[src/rtl/bcd_stopwatch.sv]
// MM:SS stopwatch with debounced start/pause and clear keys, driving four BCD
// digit decoders. The count rate comes from an internal one-cycle tick enable.
module bcd_stopwatch #(
  parameter int TICK_DIV  = 50000000,
  parameter int DB_CYCLES = 1000000
) (
  input  logic       clk_50,
  input  logic       clr,
  input  logic       key_start_n,
  input  logic       key_clear_n,
  output logic [3:0] sec_ones,
  output logic [3:0] sec_tens,
  output logic [3:0] min_ones,
  output logic [3:0] min_tens,
  output logic       running,
  output logic       tick,
  output logic       wrap
);

  localparam int PW = (TICK_DIV > 1) ? $clog2(TICK_DIV) : 1;
  localparam int CW = (DB_CYCLES > 1) ? $clog2(DB_CYCLES) : 1;
  localparam logic [PW-1:0] PRESC_MAX = PW'(TICK_DIV - 1);
  localparam logic [CW-1:0] DB_MAX    = CW'(DB_CYCLES - 1);

  localparam logic [1:0] IDLE  = 2'd0;
  localparam logic [1:0] RUN   = 2'd1;
  localparam logic [1:0] PAUSE = 2'd2;

  // Bit 0 is the start key, bit 1 the clear key.
  logic [1:0]         keys;
  logic [1:0]         sync1;
  logic [1:0]         sync2;
  logic [1:0]         db_level;
  logic [1:0]         db_prev;
  logic [1:0]         press;
  logic [1:0][CW-1:0] db_cnt;

  logic [1:0]    state;
  logic [1:0]    state_next;
  logic [PW-1:0] presc;
  logic          start_press;
  logic          clear_press;
  logic          at_max;
  logic          do_tick;
  logic          do_clear;
  logic          at_top;

  assign keys        = {key_clear_n, key_start_n};
  assign start_press = press[0];
  assign clear_press = press[1];

  always_ff @(posedge clk_50 or negedge clr) begin
    if (!clr) begin
      sync1    <= '1;
      sync2    <= '1;
      db_level <= '1;
      db_prev  <= '1;
      press    <= '0;
      db_cnt   <= '0;
    end else begin
      sync1   <= keys;
      sync2   <= sync1;
      db_prev <= db_level;
      press   <= db_prev & ~db_level;
      for (int k = 0; k < 2; k++) begin
        if (sync2[k] == db_level[k]) begin
          db_cnt[k] <= '0;
        end else if (db_cnt[k] == DB_MAX) begin
          db_level[k] <= sync2[k];
          db_cnt[k]   <= '0;
        end else begin
          db_cnt[k] <= db_cnt[k] + CW'(1);
        end
      end
    end
  end

  // Start takes priority over clear when both land in PAUSE together.
  always_comb begin
    state_next = state;
    case (state)
      IDLE:    if (start_press) state_next = RUN;
      RUN:     if (start_press) state_next = PAUSE;
      PAUSE: begin
        if (start_press)      state_next = RUN;
        else if (clear_press) state_next = IDLE;
      end
      default: state_next = IDLE;
    endcase
  end

  always_ff @(posedge clk_50 or negedge clr) begin
    if (!clr) begin
      state   <= IDLE;
      running <= 1'b0;
    end else begin
      state   <= state_next;
      running <= (state_next == RUN);
    end
  end

  assign at_max   = (presc == PRESC_MAX);
  assign do_tick  = (state == RUN) && at_max;
  assign do_clear = (state == PAUSE) && clear_press && !start_press;
  assign at_top   = (min_tens == 4'd5) && (min_ones == 4'd9) &&
                    (sec_tens == 4'd5) && (sec_ones == 4'd9);

  // The prescaler freezes in PAUSE so a resumed run keeps its partial second.
  always_ff @(posedge clk_50 or negedge clr) begin
    if (!clr) begin
      presc    <= '0;
      tick     <= 1'b0;
      wrap     <= 1'b0;
      sec_ones <= 4'd0;
      sec_tens <= 4'd0;
      min_ones <= 4'd0;
      min_tens <= 4'd0;
    end else begin
      tick <= do_tick;
      wrap <= do_tick && at_top;

      if (state == RUN) begin
        presc <= at_max ? '0 : presc + PW'(1);
      end else if (state == IDLE) begin
        presc <= '0;
      end

      if (do_tick) begin
        if (sec_ones >= 4'd9) begin
          sec_ones <= 4'd0;
          if (sec_tens >= 4'd5) begin
            sec_tens <= 4'd0;
            if (min_ones >= 4'd9) begin
              min_ones <= 4'd0;
              if (min_tens >= 4'd5) begin
                min_tens <= 4'd0;
              end else begin
                min_tens <= min_tens + 4'd1;
              end
            end else begin
              min_ones <= min_ones + 4'd1;
            end
          end else begin
            sec_tens <= sec_tens + 4'd1;
          end
        end else begin
          sec_ones <= sec_ones + 4'd1;
        end
      end else if (do_clear) begin
        sec_ones <= 4'd0;
        sec_tens <= 4'd0;
        min_ones <= 4'd0;
        min_tens <= 4'd0;
      end
    end
  end

endmodule

[config.mk]
export PLATFORM = sky130hd
export DESIGN_NAME = bcd_stopwatch
export DESIGN_NICKNAME = d
export VERILOG_FILES = /design/src/rtl/bcd_stopwatch.sv
export SDC_FILE = /design/constraint.sdc
export NUM_CORES = 1
export LEC_CHECK = 0
export CAP_MARGIN = 20
export CORE_MARGIN = 4
export CORE_UTILIZATION = 30
export DETAILED_ROUTE_END_ITERATION = 10
export PLACE_DENSITY = 0.53
export SYNTH_ARGS = -nofsm -noshare
export SYNTH_HDL_FRONTEND = slang
export SYNTH_SLANG_ARGS = --single-unit
[constraint.sdc]
create_clock -name clk_50 -period 6 [get_ports clk_50]
set_input_delay 1.8 -clock clk_50 [delete_from_list [all_inputs] [get_ports clk_50]]
set_output_delay 1.8 -clock clk_50 [all_outputs]
set_load 0.01 [all_outputs]
* After elaboration in Yosys (flattened, before gate mapping)
Index checks and enable logic that the tools add are counted.
Cells by class: $add $sub $neg 7, $lt $le $gt $ge 4, eq/ne operators 15, multiplexer cells 27, bitwise operators 4, reduce and logical (&&, ||, !) cells 16
Operators by type and width (number):
- 20-bit 2-to-1 mux | 4
- 26-bit 2-to-1 mux | 3
- 4-bit 2-to-1 mux | 15
- 20-bit by 1-bit adder with 20-bit output (second input constant) | 2
- 20-bit == test (second input constant) | 2
- 26-bit by 1-bit adder with 26-bit output (second input constant) | 1
- 26-bit == test (second input constant) | 1
- 4-bit by 1-bit adder with 4-bit output (second input constant) | 4
- 4-bit by 3-bit == test with 1-bit output (second input constant) | 2
- 4-bit == test (second input constant) | 2
- 4-bit by 3-bit greater-or-equal comparator with 1-bit output (second input constant) | 2
- 4-bit greater-or-equal comparator (second input constant) | 2
- 2-bit 2-to-1 mux | 4
- 1-bit logical AND | 7
- 2-bit by 1-bit != test with 1-bit output (second input constant) | 3
- 2-bit one-hot mux with 3 select lines | 1
- 2-bit AND reduction | 3
- 2-bit by 1-bit == test with 1-bit output (second input constant) | 2
- 4-bit AND reduction | 1
- 2-bit nonzero test | 2
- 3-bit AND reduction | 1
- 2-bit AND | 1
- 1-bit == test | 2
- 2-bit == test (second input constant) | 1
- other kinds (4) | 5
Word-level totals: register bits after elaboration 97, bits of input ports 4, output and inout port bits 19, logic and storage cells 90

* Logic depth before layout (Yosys ltp)
Gate-level depths: netlist (run 1).
word-level depth 6, mapped depth 8, mapped depth without buffers 7

* Least setup slack after synthesis (run 1)
Ideal clock, no wire load.
path kind reg2reg, start point reg presc[10], end point reg min_ones[3], setup time 125 ps, arrival 2136 ps, data required time 5875 ps, path slack 3740 ps, cell stages (with the launch flop) 6, path buffers 0, clock period less this slack 2260 ps, path through dfrtp_1 -> or4b_1 -> or4_4 -> nor4_4 -> mux2i_1 -> mux2_2
On the way: word-level cells in the longest chain between the ends 4, elaborated cells on any way between the ends 7, those cells by class eq/ne: 3; mux: 1; reduce/logical: 3
RTL lines:
- start: declaration | RTL line 40 | logic [PW-1:0] presc;
- start signal: assignment | RTL line 123 | presc <= at_max ? '0 : presc + PW'(1);
- 26-bit == test * | RTL line 102 | assign at_max = (presc == PRESC_MAX);
- 1-bit logical AND * | RTL line 103 | assign do_tick = (state == RUN) && at_max;
- 2-bit by 1-bit != test with 1-bit output (no line) or 2-bit nonzero test (tied branches)
- 3-bit AND reduction (no line)
- end signal: assignment | RTL line 141 | min_ones <= min_ones + 4'd1;
- end: declaration | RTL line 13 | output logic [3:0] min_ones,
Mark *: on every way between the ends. The rest lies on a longest branch, timed or not. A chain may end at the register's enable or synchronous reset.

* Final worst setup path (run 1)
start point reg sec_tens[2], end point out sec_tens[2]
RTL lines:
- start: declaration | RTL line 12 | output logic [3:0] sec_tens,
- start signal: assignment | RTL line 144 | sec_tens <= sec_tens + 4'd1;
No word-level cell between the ends.

==> summary.md, run 1 <==
| Metric | Value |
|---|---|
| Outcome | `finished clean` |
| PortBufs | `22` |
| Clock transition at path regs | `70 ps` |
| Via count | `3901` |
| Drc violations | `0` |
| Fin crit share | `0.534` |
| Sw Pwr | `0.000287 W` |
| Pin count of the biggest net entering global routing | `61` |
| Setup TNS | `0 ps` |
| PD cells | `217 mW/mm^2` |
| N_diodes | `0` |
| Power Internal | `0.000963 W` |
| Count of different cell masters after synthesis | `57` |
| HP Class | `flip-flop to flip-flop` |
| Core Region | `0.0161 mm^2` |
| Clock power share | `0.449` |
| Sequential cell area | `0.00244 mm^2` |
| Layout cells sized above 1 | `0.0786` |
| Drt first pass iters | `4` |
| Die footprint | `0.0188 mm^2` |
| Crit end category | `output pin` |
| Area of the multi-input gates | `0.00243 mm^2` |
| Sw Ratio | `0.230` |
| Std cell rows | `46` |
| WP data required | `4200 ps` |
| Power, Total | `0.00125 W` |
| # clock sinks | `97` |
| Max Cap Viol | `0` |
| Synth async-reset ratio | `1.00` |
| Kind of critical path | `flip-flop to output pin` |
| Initial antenna violation count | `0` |
| Startpoint types | `flip-flop` |
| Syn_nets | `540` |
| Final Hold Violating Endpoints | `0` |
| Worst slew pin tran | `1040 ps` |
| Routed Antenna Nets | `0` |
| Resized cells post-CTS | `0` |
| Cts hold-fix bufs | `0` |
| Fin Clk Skew | `8.73 ps` |
| CTS buffer count | `9` |
| Worst-path cell chain | `clkdlybuf4s50_1` |
| Met1 GRT Util | `0.159` |
| Setup Buffers After CTS | `0` |
| Worst IR Drop VDD | `0.154 mV` |
| Fin crit period | `3200 ps` |
| Slew Limit Headroom | `0.300` |
| Number of synthesized flops with an enable pin | `0` |
| Combinational cell fraction of total power | `0.021` |
| Vias in the first global route | `3754` |
| Mean routed wirelength per cell | `14.0 um` |
| Detailed placement HPWL | `7280 um` |
| Layout fillers | `1631` |
| CP peak stage delay | `580 ps` |
| Worst path slowest cell | `clkdlybuf4s50_1` |
| Commonest non-fill, non-tap cell in the layout | `dfrtp_1` |
| Top cell family by delay on the critical path | `buffers and inverters` |
| Met3 Use GR | `0.0314` |
| RSZ-0062 raised after global routing | `no` |
| Fin. max-slew vios | `0` |
| Finished Cell Area | `0.00576 mm^2` |
| Hold slack final | `356 ps` |
| Root Buffer | `clkbuf_16` |
| Mapped Area | `0.00501 mm^2` |
| First-pass GRT wire length | `18300 um` |
| Crit path buffers/inverters | `1` |
| Final wirelength | `10700 um` |
| Max Fclk | `0.312 GHz` |
| Post-DP Area | `0.00546 mm^2` |
| CP Max Fanout | `8` |
| Die height | `137 um` |
| Area growth syn-to-layout | `14.8%` |
| WP data arrival | `1400 ps` |
| I/O Pins | `23` |
| Yosys reg bits | `97` |
| Syn Area/Cell | `9.62 um^2` |
| Most frequent cells in the layout | `89 x dfrtp_1, 58 x nor2_1, 54 x nand2_1, 33 x nand3_1` |
| Worst-case clock buffer depth | `2` |
| Syn Inst Count | `521` |
| Post-synthesis sequential area ratio | `0.486` |
| Syn. warnings | `0` |
| Remaining Overflow, GRT | `0` |
| Via density | `5.11` |
| H-tree depth | `3` |
| DRT iter0 DRCs | `203` |
| Final setup fails | `0` |
| Initial Utilization | `0.311` |
| Nets | `561` |
| GP Congestion | `0.763` |
| Synth Flop Type | `dfrtp_1` |
| Most Crowded Layer GR | `met2` |
| CTS tree | `done` |
| Part of the power in registers | `0.530` |
| Die W | `137 um` |
| Static leakage | `2.41 nW` |
| Global-route met2 utilization | `0.194` |
| Clk Latency, worst-skew pair | `350 ps` |
| Overall routing resource usage | `0.121` |
-- power groups by stage --
stage                     Sequential (W)  Clock, W  Combinational, W
final                           0.000663  0.000561         0.0000263
after global routing            0.000664  0.000603         0.0000318
after CTS                       0.000663  0.000583         0.0000282
after detailed placement        0.000676         0         0.0000282
after global placement          0.000676         0         0.0000274
after floorplan                 0.000675         0         0.0000101
-- logic make-up (layout without fill, tap and decap cells) --
kind of cell | after synthesis | in the layout | synth area share
simple gates | 242 | 242 | 0.250
xor+xnor | 37 | 37 | 0.0646
flops | 97 | 97 | 0.486
compound gates | 77 | 77 | 0.102
mux | 15 | 15 | 0.0309
fa+ha+maj | 15 | 15 | 0.0374
buf+inv | 38 | 64 | 0.0292
-- metrics by stage --
stage | setup slack (ps) | utilization | cells
finish | 2800 | 0.357 | 763
global placement | 3040 | 0.339 | 746
floorplan | 3740 | - | 521
detailed placement | 2990 | 0.339 | 746
global route | 2730 | 0.357 | 763
CTS | 2770 | 0.357 | 762
-- final cells by class --
| class | count | area share |
|---|---|---|
| Clock buffer | 10 | 0.0415 |
| Clock inverter | 6 | 0.00848 |
| Inverter | 22 | 0.0143 |
| Multi-Input combinational cell | 386 | 0.423 |
| Sequential cell | 97 | 0.423 |
| Tap cell | 216 | 0.0469 |
| Timing Repair Buffer | 26 | 0.0426 |
-- per-layer routing --
layer | wire length, um | vias up
met4 | 101 | 0
met2 | 5120 | 71
met5 | 0 | -
met1 | 5060 | 1917
li1 | - | 1905
met3 | 408 | 8
-- path summary, 6_finish.rpt --
path | start | to | slack (ps) | cells after the start
worst max-delay path | sec_tens[2]$_DFFE_PN0P_ | sec_tens[2] | 2800 | 1
worst min-delay path | sync1[0]$_DFF_PN1_ | sync2[0]$_DFF_PN1_ | 360 | 0
worst max register to register | presc[0]$_DFFE_PN0P_ | min_tens[1]$_DFFE_PN0P_ | 3400 | 6
worst min register to register | sync1[0]$_DFF_PN1_ | sync2[0]$_DFF_PN1_ | 360 | 0
max in group asynchronous | clr | sec_tens[3]$_DFFE_PN0P_ | 3500 | 2
min in group asynchronous | clr | db_cnt[32]$_DFF_PN0_ | 1510 | 1
-- state kept, by name (all words and copies together) (netlist names) --
| name | flops |
|---|---|
| min_ones | 4 |
| presc | 26 |
| wrap | 1 |
| running | 1 |
| sec_ones | 4 |
| db_prev | 2 |
| min_tens | 4 |
| db_level | 2 |
| state | 2 |
| sync2 | 2 |
| sec_tens | 4 |
| db_cnt | 40 |
| tick | 1 |
| sync1 | 2 |
| press | 2 |
-- synth_stat cells, drive strengths merged (12+ instances only) --
| library cell | count | area [um^2] |
|---|---|---|
| nor4 | 17 | 134 |
| o21ai | 13 | 65.1 |
| nand4 | 23 | 144 |
| a31oi | 12 | 75.1 |
| xnor2 | 14 | 123 |
| a21oi | 16 | 80.1 |
| ha | 15 | 188 |
| nand2 | 54 | 203 |
| nand3 | 33 | 165 |
| nor3 | 12 | 65.1 |
| clkbuf | 14 | 52.6 |
| xor2 | 23 | 201 |
| inv | 22 | 82.6 |
| dfrtp | 89 | 2230 |
| nor2 | 58 | 218 |
Power figures use the tool's default switching activity.
==> run 2, diff against run 1 <==
clock period = 3 ns   (was 6 ns; I/O delays follow)
==> run 2 against run 1 <==
Net effect: clock-buffer cell count up 2; wire length is essentially flat; clock skew decreased by 0.61 ps; largest power group unchanged; highest routed layer unchanged; clock power up 100%; sequential share of layout area is 0.46 points lower; combinational power up 110%.
==> summary.md, run 2 (synthesis gave the netlist of run 1 again) <==
| Metric | Value |
|---|---|
| Post-DP Area | `0.00553 mm^2 (+1.2%)` |
| Drc violations | `0 (unchanged)` |
| Critical Path End | `presc[25]$_DFFE_PN0P_` |
| Die footprint | `0.0188 mm^2 (unchanged)` |
| R2R depth | `6 (unchanged)` |
| Biggest register | `db_cnt` |
| Nets | `567 (+1.1%)` |
| Area growth syn-to-layout | `16.1%` |
| Slew Limit Headroom | `0.557 (+0.257)` |
| Worst IR Drop VDD | `0.275 mV (+78%)` |
| N_diodes | `0 (unchanged)` |
| Critical Path Start | `presc[9]$_DFFE_PN0P_` |
| Startpoint types | `flip-flop` |
| Static leakage | `2.45 nW (+1.4%)` |
| Cts hold-fix bufs | `0 (unchanged)` |
| DRT iter0 DRCs | `210 (+3.4%)` |
| Setup Buffers After CTS | `0 (unchanged)` |
| Via density | `5.06 (-1.1%)` |
| Crit end category | `flip-flop` |
| Kind of critical path | `flip-flop to flip-flop` |
| Die W | `137 um (unchanged)` |
| Commonest non-fill, non-tap cell in the layout | `dfrtp_1` |
| Fin Clk Skew | `8.12 ps (-0.609 ps)` |
| Vias in the first global route | `3807 (+1.4%)` |
| Sequential cell area | `0.00244 mm^2 (unchanged)` |
| PortBufs | `22 (unchanged)` |
| Max Cap Viol | `0 (unchanged)` |
| Worst r2r src | `presc[9]$_DFFE_PN0P_` |
| Final wirelength | `10700 um (about the same)` |
| Finished Cell Area | `0.00582 mm^2 (+1.1%)` |
| Remaining Overflow, GRT | `0 (unchanged)` |
| HP Class | `flip-flop to flip-flop` |
| Clk Latency, worst-skew pair | `340 ps (about the same)` |
| Std cell rows | `46 (unchanged)` |
| Initial antenna violation count | `0 (unchanged)` |
| Most frequent cells in the layout | `89 x dfrtp_1, 58 x nor2_1, 54 x nand2_1, 33 x nand3_1` |
| WP data arrival | `2740 ps (+1340 ps)` |
| Clock transition at path regs | `70 ps (about the same)` |
| Mean routed wirelength per cell | `13.9 um (-0.69%)` |
| Die height | `137 um (unchanged)` |
| Overall routing resource usage | `0.121 (+0.000195)` |
| Routed Antenna Nets | `0 (unchanged)` |
| Core Region | `0.0161 mm^2 (unchanged)` |
| PD cells | `434 mW/mm^2 (+100%)` |
| I/O Pins | `23 (unchanged)` |
| Layout fillers | `1650 (+1.2%)` |
| Area of the multi-input gates | `0.00243 mm^2 (unchanged)` |
| Hold slack final | `358 ps (+2.11 ps)` |
| Setup TNS | `0 ps (unchanged)` |
| H-tree depth | `3 (unchanged)` |
| Largest registers | `db_cnt x40, presc x26` |
| Fin crit period | `2520 ps` |
| First-pass GRT wire length | `18300 um (+0.23%)` |
| # clock sinks | `97 (unchanged)` |
| Final Hold Violating Endpoints | `0 (unchanged)` |
| Resized cells post-CTS | `0 (unchanged)` |
| Final setup fails | `0 (unchanged)` |
| Fin. max-slew vios | `0 (unchanged)` |
| RSZ-0062 raised after global routing | `no` |
| Worst slew pin tran | `658 ps (-382 ps)` |
| Max Fclk | `0.398 GHz` |
| Layout cells sized above 1 | `0.0833 (+0.00472)` |
| Number of flip-flops under the largest register name | `40 (unchanged)` |
| WP data required | `3220 ps (-980 ps)` |
| Pin count of the biggest net entering global routing | `42 (-31%)` |
| GP Congestion | `0.798 (+4.6%)` |
| Root Buffer | `clkbuf_16` |
| Initial Utilization | `0.311 (unchanged)` |
| CTS tree | `done` |
| Worst R2R Setup Slack | `480 ps (-2920 ps)` |
| Drt first pass iters | `4 (unchanged)` |
| Fin crit share | `0.838` |
| CP Max Fanout | `35 (+27)` |
| Reg2reg end | `presc[25]$_DFFE_PN0P_` |
| Via count | `3884 (-0.44%)` |
| Detailed placement HPWL | `7300 um (+0.29%)` |
| Outcome | `finished clean` |
| CTS buffer count | `9 (unchanged)` |
| Worst-case clock buffer depth | `2 (unchanged)` |
==> run 2: layer usage <==
metal / wire (um) / share of wire / GRT usage
met5: 0 / 0 / 0
met4: 87 / 0.0081 / 0.0316
met3: 413 / 0.039 / 0.0351
met2: 5010 / 0.47 / 0.192
met1: 5180 / 0.48 / 0.162
==> run 2: worst min path at each step <==
stage                                  start                  to  depth (start not counted)
after floorplan           sync1[0]$_DFF_PN1_  sync2[0]$_DFF_PN1_                          0
after global placement    sync1[1]$_DFF_PN1_  sync2[1]$_DFF_PN1_                          0
after detailed placement  sync1[1]$_DFF_PN1_  sync2[1]$_DFF_PN1_                          0
after CTS                 sync1[1]$_DFF_PN1_  sync2[1]$_DFF_PN1_                          0
after global routing      sync1[1]$_DFF_PN1_  sync2[1]$_DFF_PN1_                          0
final                     sync1[1]$_DFF_PN1_  sync2[1]$_DFF_PN1_                          0
==> run 2: critical path, cell delays in order, from the launching register on <==
cell,delay [ps]
dfrtp_1,450
or4b_1,620
nor4_1,490
a21oi_2,110
buf_4,260
and3_1,210
a221o_1,250
==> run 2: where the power goes <==
part | internal, W | total, W | switching (W)
combinational | 0.0000148 | 0.0000561 | 0.0000413
sequential | 0.00132 | 0.00133 | 0.00000762
clock | 0.000665 | 0.00114 | 0.000478
==> run 2: cell type report <==
class	instances	area share
Clock inverter	3	0.00753
Inverter	22	0.0142
Sequential cell	97	0.419
Multi-Input combinational cell	386	0.418
Timing Repair Buffer	32	0.0525
Tap cell	216	0.0464
Clock buffer	12	0.0424
==> run 2: stage by stage <==
stage,power [W],setup slack (ps),instances,utilization
final,0.00253,485,768,0.361
after global routing,0.00264,268,768,0.361
after CTS,0.00258,492,768,0.361
after detailed placement,0.00141,525,753,0.343
after global placement,0.00141,562,753,0.343
after floorplan,0.00137,740,521,-
